--- config.mk ---
export PLATFORM = sky130hd
export DESIGN_NAME = memif_stream_reader
export DESIGN_NICKNAME = d
export VERILOG_FILES = /design/src/rtl/memif_stream_reader.sv
export SDC_FILE = /design/constraint.sdc
export NUM_CORES = 2
export LEC_CHECK = 0
export ABC_CLOCK_PERIOD_IN_PS = 6900
export CAP_MARGIN = 15
export CORE_ASPECT_RATIO = 0.6
export CORE_UTILIZATION = 40
export CTS_CLUSTER_DIAMETER = 80
export CTS_CLUSTER_SIZE = 30
export DETAILED_ROUTE_END_ITERATION = 8
export PLACE_DENSITY = 0.57
export SLEW_MARGIN = 25
export SYNTH_ARGS = -nofsm -noshare
export SYNTH_HDL_FRONTEND = slang
export SYNTH_SLANG_ARGS = --single-unit
--- constraint.sdc ---
create_clock -name clk -period 6.9 [get_ports clk]
set_input_delay 1.725 -clock clk [delete_from_list [all_inputs] [get_ports clk]]
set_output_delay 1.725 -clock clk [all_outputs]
set_load 0.02 [all_outputs]
--- src/rtl/memif_stream_reader.sv ---
// memif read master: fetches a contiguous word run in credit-limited bursts into a
// show-ahead FIFO and presents it as a valid/ready stream with a last flag.
module memif_stream_reader #(
  parameter int unsigned AW       = 32,
  parameter int unsigned DW       = 16,
  parameter int unsigned FIFO_LOG = 7,
  parameter int unsigned BURST    = 64
) (
  input  logic          clk,
  input  logic          rst,
  input  logic          ctl_start,
  input  logic          ctl_abort,
  input  logic [AW-1:0] ctl_addr,
  input  logic [15:0]   ctl_words,
  output logic          ctl_busy,
  output logic          ctl_done,
  output logic [AW-1:0] mi_addr,
  output logic [6:0]    mi_len,
  output logic          mi_rw,
  output logic          mi_valid,
  input  logic          mi_ready,
  output logic [DW-1:0] mi_wdata,
  input  logic          mi_wack,
  input  logic          mi_wlast,
  input  logic [DW-1:0] mi_rdata,
  input  logic          mi_rstb,
  input  logic          mi_rlast,
  output logic [DW-1:0] out_data,
  output logic          out_valid,
  input  logic          out_ready,
  output logic          out_last
);

  localparam int unsigned DEPTH = 1 << FIFO_LOG;
  localparam int unsigned CW    = FIFO_LOG + 1;
  localparam int unsigned SW    = CW + 1;

  typedef enum logic [2:0] {IDLE, ISSUE, WAIT, DRAIN, FLUSH} state_t;

  state_t        state, state_nx;
  logic [AW-1:0] addr_q;
  logic [15:0]   words_q;
  logic [15:0]   rem_req;
  logic [15:0]   pop_cnt;
  logic [CW-1:0] outstanding;
  logic [CW-1:0] count;
  logic [FIFO_LOG-1:0] wr_ptr, rd_ptr;
  logic [DW-1:0] mem [DEPTH];
  logic          abort_q;
  logic          done_q;
  logic          done_set;

  logic [CW-1:0] burst_n;
  logic          credit_ok;
  logic          hs;
  logic          accept_start;
  logic          strobe_in;
  logic          push;
  logic          pop;
  logic          unused_inputs;

  always_comb unused_inputs = ^{mi_wack, mi_wlast};

  always_comb begin
    if (rem_req < 16'(BURST)) burst_n = CW'(rem_req);
    else                      burst_n = CW'(BURST);
  end

  // Credit: FIFO free space must cover words already in flight plus the next burst.
  always_comb credit_ok = (SW'(count) + SW'(outstanding) + SW'(burst_n)) <= SW'(DEPTH);

  always_comb begin
    accept_start = (state == IDLE) && ctl_start && (ctl_words != '0);
    strobe_in    = (state == WAIT) && mi_rstb && (outstanding != '0);
    push         = strobe_in && !abort_q && (count != CW'(DEPTH));
    out_valid    = (count != '0) && (state != FLUSH);
    pop          = out_valid && out_ready;
    out_last     = out_valid && !abort_q && (pop_cnt == words_q - 16'd1);
    out_data     = mem[rd_ptr];
    hs           = mi_valid && mi_ready;
    mi_addr      = addr_q;
    mi_len       = mi_valid ? 7'(burst_n - CW'(1)) : '0;
    mi_rw        = 1'b1;
    mi_wdata     = '0;
    ctl_busy     = (state != IDLE);
    ctl_done     = done_q;
  end

  always_comb begin
    state_nx = state;
    mi_valid = 1'b0;
    done_set = 1'b0;
    unique case (state)
      IDLE: begin
        if (ctl_start) begin
          if (ctl_words != '0) state_nx = ISSUE;
          else                 done_set = 1'b1;
        end
      end
      ISSUE: begin
        mi_valid = credit_ok;
        if (credit_ok && mi_ready) state_nx = WAIT;
        else if (ctl_abort)        state_nx = FLUSH;
      end
      WAIT: begin
        if (mi_rstb && mi_rlast) begin
          if (abort_q || ctl_abort) state_nx = FLUSH;
          else if (rem_req != '0)   state_nx = ISSUE;
          else                      state_nx = DRAIN;
        end
      end
      DRAIN: begin
        if (ctl_abort) begin
          state_nx = FLUSH;
        end else if (pop && out_last) begin
          state_nx = IDLE;
          done_set = 1'b1;
        end
      end
      FLUSH: begin
        state_nx = IDLE;
        done_set = 1'b1;
      end
      default: state_nx = IDLE;
    endcase
  end

  always_ff @(posedge clk) begin
    if (rst) state <= IDLE;
    else     state <= state_nx;
  end

  always_ff @(posedge clk) begin
    if (rst) begin
      addr_q      <= '0;
      words_q     <= '0;
      rem_req     <= '0;
      pop_cnt     <= '0;
      outstanding <= '0;
      count       <= '0;
      wr_ptr      <= '0;
      rd_ptr      <= '0;
      abort_q     <= 1'b0;
      done_q      <= 1'b0;
    end else begin
      done_q <= done_set;
      if (accept_start) begin
        addr_q      <= ctl_addr;
        words_q     <= ctl_words;
        rem_req     <= ctl_words;
        pop_cnt     <= '0;
        outstanding <= '0;
        abort_q     <= 1'b0;
      end else begin
        if (hs) begin
          addr_q  <= addr_q + AW'(burst_n);
          rem_req <= rem_req - 16'(burst_n);
        end
        // An abort racing the handshake still owns a burst, so it waits for rlast.
        if (state == FLUSH)
          abort_q <= 1'b0;
        else if (ctl_abort && ((state == WAIT) || hs))
          abort_q <= 1'b1;
        if (state == FLUSH)
          outstanding <= '0;
        else
          outstanding <= outstanding + (hs ? burst_n : CW'(0)) - CW'(strobe_in);
        if (pop) pop_cnt <= pop_cnt + 16'd1;
      end
      if (state == FLUSH) begin
        count  <= '0;
        wr_ptr <= '0;
        rd_ptr <= '0;
      end else begin
        if (push) wr_ptr <= wr_ptr + FIFO_LOG'(1);
        if (pop)  rd_ptr <= rd_ptr + FIFO_LOG'(1);
        count <= count + CW'(push) - CW'(pop);
      end
    end
  end

  always_ff @(posedge clk) begin
    if (push) mem[wr_ptr] <= mi_rdata;
  end

endmodule

==> qor.csv <==
stage,metric,value,unit
setup_path,R2R Path Start,rem_req[9],
floorplan,io pins,151,
timing,Layout Skew,0.05631,ns
floorplan,Die Y-Extent,360.7,um
drt,top routing layer in use,met5,
global_routing,number of global-route vias before repair,40580,
timing,Final min period,6.717,ns
yosys,Post-synth ARST share,0,%
placement,placer's final routability congestion estimate,0.8270,
setup_path,FF-to-FF path depth,26,
yosys,Synth Area in Simple Gates,2.797,%
status,violated checks,DRC,
layout,design area,0.09485,mm^2
floorplan,Die X,599.9,um
drt,routed wl met2,90710,um
placement,HPWL Detailed,131900,um
setup_path,CP Max Fanout,8,
floorplan,Cell Rows,131,
power_and_ir_drop,Max IR drop VDD,0.1976,mV
clocking,CTS max path bufs,3,
drt,DRT Wirelength,218000,um
drt,routed len/inst,30.42,um
global_routing,first-pass GRT wire length,311000,um
worst_hold_path,Hold Crit Endpoint,words_q[15],
yosys,Compound-Gate Fraction of Synth Area,1.614,%
timing,Final setup viols,0,
drt,Detail Route Antenna Nets,0,
yosys,Yosys reg bits,2170,
floorplan,Die ar.,0.2164,mm^2
timing,Final Max Slew Viols,0,
clocking,clk_lat worst skew,0.76,ns
drt,initial drt markers,5168,
yosys,largest family of logic cells by synthesized area,multiplexers,
worst_hold_path,Hold Path Origin,words_q[15],
floorplan,Starting Density,40.33,%
setup_path,reg-to-reg setup timing slack,0.81,ns
timing,Sum Neg Setup Slack,0,ns
placement,Port-buffer cells,131,
layout,"most common cell after layout, fill and taps aside",edfxtp_1,
yosys,Syn Area/Cell,21.41,um^2
clocking,CTS H-tree lvls,3,
global_routing,largest net degree at the start of global routing,97,
layout,final net count,4394,
floorplan,core area,0.2128,mm^2
timing,Final Hold Violating Endpoints,0,
setup_path,Worst Setup Start Kind,flop,
status,run status,finished with violations,
drt,wl on met1,101700,um
setup_path,Critical Path RT,5.18,ns
worst_hold_path,Worst Hold Path Cells,2,
clocking,CTS sink cnt,2170,
timing,Worst-Margin Slew,1.061,ns
yosys,Synth Warn #,0,
yosys,Syn Inst Count,4008,
yosys,sequential share of the synthesized area,74.52,%
clocking,Worst-path clk slew,0.12,ns
drt,vias per inst,5.749,
setup_path,critical setup path kind,flop to primary output,
timing,relative slew slack,29.25,%
yosys,XOR/XNOR Fraction of Synth Area,0.7554,%
drt,# DRC,4,
setup_path,Worst EP arrival,4.99,ns
yosys,Unique masters post-synth,78,
clocking,"Hold-fix buffers, CTS",0,
layout,Layout Utilization,44.58,%
global_routing,initial antenna violation count,22,
global_routing,gr ovfl total,0,
layout,"commonest cells after routing, fill and taps aside","2,048 x edfxtp_1, 672 x mux4_2, 221 x buf_4, 163 x nor2_1, 113 x dfxtp_1",
setup_path,Worst Setup End Kind,primary output,
placement,DP Area,0.09195,mm^2
power_and_ir_drop,"Power, Total",27.32,mW
clocking,CTS Root Cell,clkbuf_16,
yosys,"EDFF count, synth",2048,
clocking,CTS tree,yes,
yosys,Syn Std Cell Area,0.08580,mm^2
drt,Via Count,41200,
layout,Area Overhead vs Synth,10.55,%
drt,1st-pass router iterations,7,
timing,Tcrit/Tclk final,97.35,%
timing,Fmax,148.9,MHz
flow_run,number of max-cap violations,0,
setup_path,Reg2Reg Capture Point,outstanding[6],
power_and_ir_drop,Power Density,288.0,mW/mm^2
yosys,Synth Flop Type,edfxtp_1,
power_and_ir_drop,Leakage,28.21,nW
yosys,Synth Area in Adders,0.9654,%
clocking,Num CTS Buffers,87,
layout,# fillers,17990,
yosys,post-synthesis mux area share,17.92,%
layout,layout cells sized above 1,27.76,%
worst_hold_path,Tightest Hold Check Type,flop to flop,
drt,metal3 WL,21780,um
global_routing,aggregate global-route resource usage,20.15,%
[sequential cells by signal (all words and copies together), names as in the netlist, named ones only]
signal / count
mi_addr: 32
count: 8
pop_cnt: 16
abort_q: 1
state: 3
ctl_done: 1
outstanding: 8
rd_ptr: 7
words_q: 16
mem: 2048
rem_req: 16
wr_ptr: 7
[routing by layer]
layer	vias to the layer above	global-route usage, %
met5	-	0
met4	4	3.697
met3	178	5.787
met2	1489	27.29
met1	22480	32.19
li1	17050	-
[cell families after synthesis]
| family | count (synthesis) |
|---|---|
| AND/OR/NAND/NOR | 519 |
| AO/OA/AOI/OAI | 210 |
| multiplexers | 694 |
| flip-flops | 2170 |
| adder cells (fa/ha/maj) | 59 |
| XOR/XNOR | 74 |
| buffers and inverters | 280 |
| other | 2 |
[worst max-delay path, stage by stage, from the launching register on]
cell and delay (ns):
dfxtp_2 0.37, or4_4 0.56, nor3_4 0.18, nand3b_1 0.11, or2_1 0.28, inv_4 0.12
and2_4 0.16, fa_1 0.47, ha_4 0.26, a211oi_1 0.34, xnor2_1 0.11, o2bb2ai_1 0.22
o2111ai_2 0.17, a211oi_2 0.28, nand2_2 0.19, nor2_1 0.14, clkdlybuf4s15_2 0.27
[how the worst max path moves through the flow]
stage	startpoint	endpoint	slack, ns
after floorplan	rem_req[8]	outstanding[6]	0.54
after global placement	rem_req[8]	mi_len[3]	0.06
after detailed placement	rem_req[8]	mi_len[3]	0.01
after CTS	rem_req[8]	mi_len[1]	0.004
after global routing	rem_req[11]	mi_len[4]	-0.12
final	rem_req[9]	mi_len[0]	0.18
[layout make-up]
type | count | area, um^2 | share of cell area (%)
flip-flops and latches | 2170 | 63970 | 67.44
multi-input cells | 1576 | 21110 | 22.26
well taps | 2859 | 3577 | 3.772
repair buffers | 364 | 3339 | 3.521
clock buffers | 109 | 2281 | 2.405
clock inverters | 20 | 320.3 | 0.3377
inverters | 62 | 237.7 | 0.2506
diodes | 6 | 15.01 | 0.01583
[what timing repair did]
item | CTS | global route
gates cloned | 0 | 0
setup buffers | 4 | 6
pin swaps | 4 | 14
setup endpoints to repair | 8 | 8
resized for setup | 47 | 28
[power by group]
part	total, mW	internal (mW)	switching (mW)	leakage, nW
clock	6.55	2.49	4.07	1.25
sequential	14.7	14.5	0.179	19.4
combinational	6.10	2.90	3.20	7.55
[metrics by stage]
step	setup slack (ns)	hold WS, ns	instances
4_1_cts	0.004051	0.4794	7153
5_1_grt	-0.1167	0.5163	7164
3_3_place_gp	0.05747	0.4626	7020
2_1_floorplan	0.5429	0.4481	4026
3_5_place_dp	0.01261	0.4619	7020
6_report	0.1827	0.4756	7166
[synth_stat cells, drive strengths merged, types with 4 or more instances]
cell     count  area share (%)
a2111oi     11            0.13
a211oi      19            0.17
a21o         5           0.044
a21oi       65            0.39
a311oi      11            0.11
a31oi       13           0.095
and2        11           0.080
and3        20            0.15
buf         99            0.62
clkbuf     119            0.52
dfxtp      122             2.8
edfxtp    2048              72
fa          12            0.28
ha          47            0.69
inv         62            0.27
mux2        18            0.24
mux2i        4           0.047
mux4       672              18
nand2      111            0.49
nand2b       7           0.051
nand3       26            0.15
nand3b       9           0.079
nand4       15            0.11
nor2       244             1.1
nor2b        9           0.066
nor3        23            0.18
nor3b        6           0.052
nor4        13            0.10
o211ai      10           0.087
o21ai       37            0.22
o21bai       9           0.079
or3          9           0.066
or4          4           0.035
xnor2       36            0.37
xor2        38            0.39
(Power assumes the default switching activity.)
